## config.mk

```make
export PLATFORM = sky130hd
export DESIGN_NAME = display_scan
export DESIGN_NICKNAME = d
export VERILOG_FILES = /design/src/rtl/display_scan.sv
export SDC_FILE = /design/constraint.sdc
export NUM_CORES = 1
export LEC_CHECK = 0
export BUFFER_PORTS_ARGS = -buffer_cell sky130_fd_sc_hd__buf_2
export CAP_MARGIN = 10
export CORE_MARGIN = 5
export CORE_UTILIZATION = 30
export DETAILED_ROUTE_END_ITERATION = 10
export GPL_TIMING_DRIVEN = 0
export PLACE_DENSITY = 0.49
export SYNTH_ARGS = -nofsm -noshare
export SYNTH_HDL_FRONTEND = slang
export SYNTH_SLANG_ARGS = --single-unit
```

## constraint.sdc

```tcl
create_clock -name clk -period 4.1 [get_ports clk]
set_clock_uncertainty 0.15 [all_clocks]
set_input_delay 0.41 -clock clk [delete_from_list [all_inputs] [get_ports clk]]
set_output_delay 0.41 -clock clk [all_outputs]
set_load 0.02 [all_outputs]
```

## src/rtl/display_scan.sv

```systemverilog
// display_scan: time-multiplexed multi-digit scanner feeding a shared
// BCD-to-7-segment decoder. Per-digit codes are double-buffered (shadow ->
// disp) and committed only at frame boundaries. Each digit slot opens with
// a short blanking gap to suppress ghosting.

// One digit lane: capture register plus displayed register.
module display_scan_digit (
    input  logic       clk,
    input  logic       rst_n,
    input  logic       load,
    input  logic       commit,
    input  logic [3:0] din,
    output logic [3:0] disp
);
    logic [3:0] shadow;

    // Capture on load; on commit take din directly if it arrives on the same edge.
    always_ff @(posedge clk or negedge rst_n) begin
        if (!rst_n) begin
            shadow <= 4'd0;
            disp   <= 4'd0;
        end else begin
            if (load)   shadow <= din;
            if (commit) disp   <= load ? din : shadow;
        end
    end
endmodule

module display_scan #(
    parameter int DIGITS = 4,
    parameter int DIV    = 1000,
    parameter int BLANK  = 2
) (
    input  logic                  clk,
    input  logic                  rst_n,
    input  logic                  en,
    input  logic                  load,
    input  logic [4*DIGITS-1:0]   din,
    output logic [3:0]            bcd,
    output logic [DIGITS-1:0]     dig_en,
    output logic                  blank,
    output logic                  frame
);
    localparam int CW = $clog2(DIV);
    localparam int IW = $clog2(DIGITS);

    logic [CW-1:0]            cnt;
    logic [IW-1:0]            idx;
    logic                     pending;
    logic [DIGITS-1:0][3:0]   disp;
    logic [DIGITS-1:0][3:0]   din_v;
    logic                     slot_end;
    logic                     last_dig;
    logic                     boundary;
    logic                     commit;
    logic                     in_blank;

    assign din_v    = din;
    assign slot_end = (cnt == CW'(DIV - 1));
    assign last_dig = (idx == IW'(DIGITS - 1));
    assign boundary = en & slot_end & last_dig;
    assign commit   = boundary & (pending | load);

    // Blanking window at the start of each slot; vanishes entirely when BLANK=0.
    generate
        if (BLANK > 0) begin : g_blank
            assign in_blank = (cnt < CW'(BLANK));
        end else begin : g_noblank
            assign in_blank = 1'b0;
        end
    endgenerate

    generate
        for (genvar k = 0; k < DIGITS; k++) begin : g_dig
            display_scan_digit u_dig (
                .clk    (clk),
                .rst_n  (rst_n),
                .load   (load),
                .commit (commit),
                .din    (din_v[k]),
                .disp   (disp[k])
            );
        end
    endgenerate

    // Slot prescaler and digit index; disabling parks both at zero.
    always_ff @(posedge clk or negedge rst_n) begin
        if (!rst_n) begin
            cnt <= '0;
            idx <= '0;
        end else if (!en) begin
            cnt <= '0;
            idx <= '0;
        end else if (slot_end) begin
            cnt <= '0;
            idx <= last_dig ? '0 : idx + IW'(1);
        end else begin
            cnt <= cnt + CW'(1);
        end
    end

    // Pending flag: a load on the boundary edge is committed at once.
    always_ff @(posedge clk or negedge rst_n) begin
        if (!rst_n)        pending <= 1'b0;
        else if (boundary) pending <= 1'b0;
        else if (load)     pending <= 1'b1;
    end

    // Registered outputs derived from the current slot position.
    always_ff @(posedge clk or negedge rst_n) begin
        if (!rst_n) begin
            bcd    <= 4'd0;
            dig_en <= '0;
            blank  <= 1'b1;
            frame  <= 1'b0;
        end else begin
            frame <= boundary;
            if (!en || in_blank) begin
                dig_en <= '0;
                blank  <= 1'b1;
            end else begin
                dig_en <= DIGITS'(1) << idx;
                blank  <= 1'b0;
                bcd    <= disp[idx];
            end
        end
    end
endmodule

```

## Yosys cells after proc, flatten, opt, wreduce, memory -nomap -nowiden

Index checks and enable logic that the tools add are counted.

- Register bits after elaboration: 55
- Bits of input ports: 20
- Output and inout port bits: 10
- Word-level logic and storage cells: 45

- $add $sub $neg: 2
- Magnitude comparators: 2
- Equal/unequal tests: 3
- Shifts and indexed selects: 1
- Multiplexer cells: 15
- Bitwise operators: 4
- Reductions and logical operators: 3

Operators by type and width:

| operator | count |
|---|---|
| 4-bit 2-to-1 mux | 6 |
| 10-bit 2-to-1 mux | 2 |
| 10-bit by 1-bit adder with 10-bit output, second input constant | 1 |
| 10-bit == test, second input constant | 1 |
| 10-bit by 2-bit less-than comparator with 1-bit output, second input constant | 1 |
| 4-bit binary-select mux with 2-bit select | 1 |
| 2-bit 2-to-1 mux | 3 |
| 1-bit by 2-bit left shift with 4-bit output, first input constant | 1 |
| 1-bit AND | 3 |
| 2-bit by 3-bit less-than comparator with 1-bit output, second input constant | 1 |
| 1-bit 2-to-1 mux | 3 |
| 2-bit by 1-bit adder with 2-bit output, second input constant | 1 |
| 2-bit == test, second input constant | 1 |
| 2-bit by 1-bit inequality test with 1-bit output, second input constant | 1 |
| 2-bit nonzero test | 1 |
| 1-bit zero test | 1 |
| 1-bit logical OR | 1 |
| 1-bit bitwise OR | 1 |

## Longest topological paths before layout

- Depth after elaboration: 4
- Depth in mapped cells: 8
- Mapped depth without buffers: 5

## Modules after synthesis

From an unflattened synthesis, not the netlist that was laid out.

- Cell total of the unflattened synthesis: 164
- Area total of the unflattened synthesis: 2297.2 µm²

Modules (own cells, without submodules):

| module | instances | cells each | area each (µm²) | sequential area each (µm²) |
|---|---|---|---|---|
| display_scan_digit | 4 | 16 | 290.3 | 200.2 |
| display_scan | 1 | 100 | 1136.1 | 576.8 |

## Worst setup path before layout

No wires, ideal clock.

- Path type: register -> register
- From: reg cnt[0]
- To: reg g_dig[0].u_dig.disp[0]
- Library setup time: 0.125 ns
- Arrival time: 2.233 ns
- Setup slack: 1.592 ns
- Stages on the path, launching flop included: 9
- Buffers on the path: 3
- Cell sequence: dfrtp_1 > ha_1 > nand3_1 > or4_4 > buf_6 > or3_4 > buf_6 > buf_12 > mux2_4

- Cells in the longest elaborated chain, start to end: 4

Ends and longest elaborated chain:

| item | line | RTL |
|---|---|---|
| start, declared | 47 | `logic [CW-1:0] cnt;` |
| start signal, assigned | 98 | `cnt <= cnt + CW'(1);` |
| 10-bit == test | 59 | `assign slot_end = (cnt == CW'(DIV - 1));` |
| 1-bit AND (2 in series) | 61 | `assign boundary = en & slot_end & last_dig;` |
| 1-bit AND | 62 | `assign commit = boundary & (pending \| load);` |
| end signal, assigned | 24 | `if (commit) disp <= load ? din : shadow;` |
| end, declared | 13 | `output logic [3:0] disp` |

No other way between the ends.
A chain may end at the register's enable or synchronous reset.

## Final worst setup path

- From: reg cnt[1]
- To: reg g_dig[2].u_dig.disp[1]

- Cells in the longest elaborated chain, start to end: 4

Ends and longest elaborated chain:

| item | line |
|---|---|
| 10-bit == test | 59 |
| 1-bit AND (2 in series) | 61 |
| 1-bit AND | 62 |
| end signal, assigned | 24 |
| end, declared | 13 |

No other way between the ends.

==> qor.yml <==
detailed_routing:
  dr_total_vias: 1393
  antenna_left: 0
  avgRoutedWirePerCell_um: 13.97
  drc: 0
  wl_um: 4274
  via_per_inst: 4.552
  first_pass_iters: 4
  drtIter0Drc: 67
floorplan:
  coreArea_sq_mm: 0.007727
  pin_count: 30
  die_h_um: 99.02
  design.die.area_sq_mm: 0.009805
  row_count: 32
  die_w_um: 99.02
  start_util: 0.3076
status:
  status: "finished, final reports clean"
job:
  drv_cap: 0
timing:
  layout_min_cycle_time_ps: 2669
  setup_slack_ps: 1431
  finalSetupTns_ps: 0
  setup_viol: 0
  grt_setup_unrepaired: "false"
  drv_slew: 0
  final_hold_viol_count: 0
  worstMarginPinSlew_ps: 957.3
  post-route-period-util: 0.6509
  fmax_ghz: 0.3747
  maxSlewHeadroom: 0.3588
critical_path:
  critPathLaunchType: "flop"
  end_kind: "flop"
  path_class: "reg2reg"
  cp.arrival_ps: 2730
  crit_fanout: 10
  crit_required_ps: 4160
clocking:
  cts_sinks: 55
  cts.repair.resized: 0
  clk-insertion-delay-late_ps: 320
  cts-root-buf: "clkbuf_8"
  cts_setup_buffers: 0
  cts_buffer_depth: 2
  cts_buffers: 5
  cts_tree: "built"
  h-tree-depth: 2
  clkTransAtPathRegs_ps: 120
  holdBufCountCts: 1
synthesis:
  seq_area_frac_synth: 0.5795
  ys.warnings.count: 0
  synth-compound-area-share: 0.02158
  ys_types: 35
  synth.ff_latch_count: 55
  syn-cell-area_sq_mm: 0.002377
  synth_cells: 166
  synthAdderAreaFrac: 0.02632
  syn_avg_cell_area_sq_um: 14.32
  synth_top_family_by_area: "multiplexers"
  yosys.area_share.simple: 0.09211
  synth_mux_area_frac: 0.2284
  synth-xor-area-share: 0.01842
  syn-num-nets: 191
power_and_ir_drop:
  switching_power_uw: 249.7
  clkPwrFrac: 0.335
  p_sw_frac: 0.2549
  power_frac_comb: 0.078
  internal-power_uw: 729.9
  ir_drop_mv: 0.1471
  leakagePower_nw: 1.326
  seqPwrFrac: 0.586
  p_per_area_mw_per_mm2: 353.0
global_routing:
  antenna_found_initial: 0
  grt_pass1_wl_um: 7527
  grt_pass1_vias: 1520
  overflow: 0
  grt_start_max_net_pins: 31
  grt_use_total: 0.09623
cells_and_area:
  regArea_sq_mm: 0.001378
  final_cell_mix: "dfrtp_1 (54), buf_2 (28), mux2_2 (26)"
  drive_above_1_share: 0.4314
  fillers: 769
  synthToLayoutAreaGrowth_pct: 16.74
  fin_area_sq_mm: 0.002775
  fin_nets: 228
  final_common_cell: "dfrtp_1"
  multi_input_area_sq_um: 919.6
  n_antenna_cell: 0
placed_design:
  dpl_worst_slack_ps: 1431
  dp_hpwl_um: 3061
  placed_area_sq_mm: 0.002665
  gp_congestion: 0.7347
  io_buffers: 28
min_path:
  hold_class: "in2reg"
## through the flow
step	std cells	hold WS [ps]	total power, mW	utilization
after floorplan	166	-35.59	0.6264	-
after global placement	296	314.2	0.6602	0.3423
after detailed placement	297	314.5	0.6641	0.3449
after CTS	306	177.0	0.9961	0.3591
after global routing	306	171.8	1.030	0.3591
final	306	179.5	0.9796	0.3591
## power groups by stage
stage          logic (mW)  clock network [mW]  registers (mW)
3_5_place_dp       0.0790                   0           0.585
6_report           0.0769               0.329           0.574
5_1_grt            0.0883               0.364           0.578
3_3_place_gp       0.0757                   0           0.584
2_1_floorplan      0.0397                   0           0.587
4_1_cts            0.0799               0.342           0.575
## per-layer routing
metal	GRT usage	share of wire
met4	0.03466	0.0089
met3	0.02619	0.037
met1	0.1220	0.47
met2	0.1575	0.49
met5	0	0
## area by class of cell
class | instances | share of cell area
clock inverters | 3 | 0.01127
multi-input cells | 99 | 0.3314
inverters | 5 | 0.006763
plain buffers | 7 | 0.02209
repair buffers | 30 | 0.06132
clock buffers | 5 | 0.02480
well taps | 102 | 0.04599
flip-flops and latches | 55 | 0.4964
## logic make-up (layout without fill, tap and decap cells)
kind of cell               Yosys count  after routing
DFF                                 55             55
muxes                               41             41
and+or+nand+nor                     40             40
buffers and inverters               12             50
AOI/OAI and AO/OA                    8              8
adders and majority gates            5              5
xor gates and xnor gates             5              5
## worst max-delay path, stage by stage (launching register included)
cell and delay (ps):
dfrtp_1 410, ha_1 300, nand3_1 110, or4_4 490, buf_6 150, or3_4 380
buf_6 150, buf_12 150, mux2_4 290
## worst paths after layout
check	from	endpoint	slack, ps	cells past startpoint
worst max-delay path	cnt[1]$_DFF_PN0_	g_dig[2].u_dig.disp[1]$_DFFE_PN0P_	1430	8
worst min-delay path	din[3]	g_dig[0].u_dig.shadow[3]$_DFF_PN0_	180	2
worst max register to register	cnt[1]$_DFF_PN0_	g_dig[2].u_dig.disp[1]$_DFFE_PN0P_	1430	8
worst min register to register	cnt[0]$_DFF_PN0_	cnt[0]$_DFF_PN0_	340	1
max in group asynchronous	rst_n	blank$_DFF_PN1_	2670	3
min in group asynchronous	rst_n	g_dig[0].u_dig.shadow[1]$_DFF_PN0_	480	2
## registers in the layout, summed over array words and instances, names as in the netlist
name	count
cnt	10
bcd	4
g_dig.u_dig.disp	16
g_dig.u_dig.shadow	16
idx	2
blank	1
pending	1
dig_en	4
frame	1
## cell usage after synthesis
cell type	count	area [sq um]
and4_1	1	8.760
nand2_1	7	26.28
mux2_4	10	150.1
and3_1	1	6.260
nand4_1	2	12.51
nor3_1	2	10.01
mux4_2	4	90.09
dfstp_2	1	26.28
mux2_2	26	292.8
buf_1	1	3.750
dfrtp_1	54	1351
o211ai_1	1	7.510
or3_1	1	6.260
nor4_1	1	6.260
or3_2	2	15.01
clkinv_1	1	3.750
nor2_1	11	41.29
buf_4	1	7.510
nand3_1	5	25.02
or4_4	1	11.26
buf_6	2	22.52
mux2i_1	1	10.01
clkbuf_1	2	7.510
xor2_1	4	35.03
buf_12	1	20.02
inv_1	4	15.01
ha_1	5	62.56
nand4_2	1	12.51
and2_1	3	18.77
or3_4	1	11.26
a41oi_1	1	8.760
xnor2_1	1	8.760
and3_2	1	7.510
a31oi_1	4	25.02
a21oi_1	2	10.01
No activity file was read; power rests on OpenSTA's default activity.
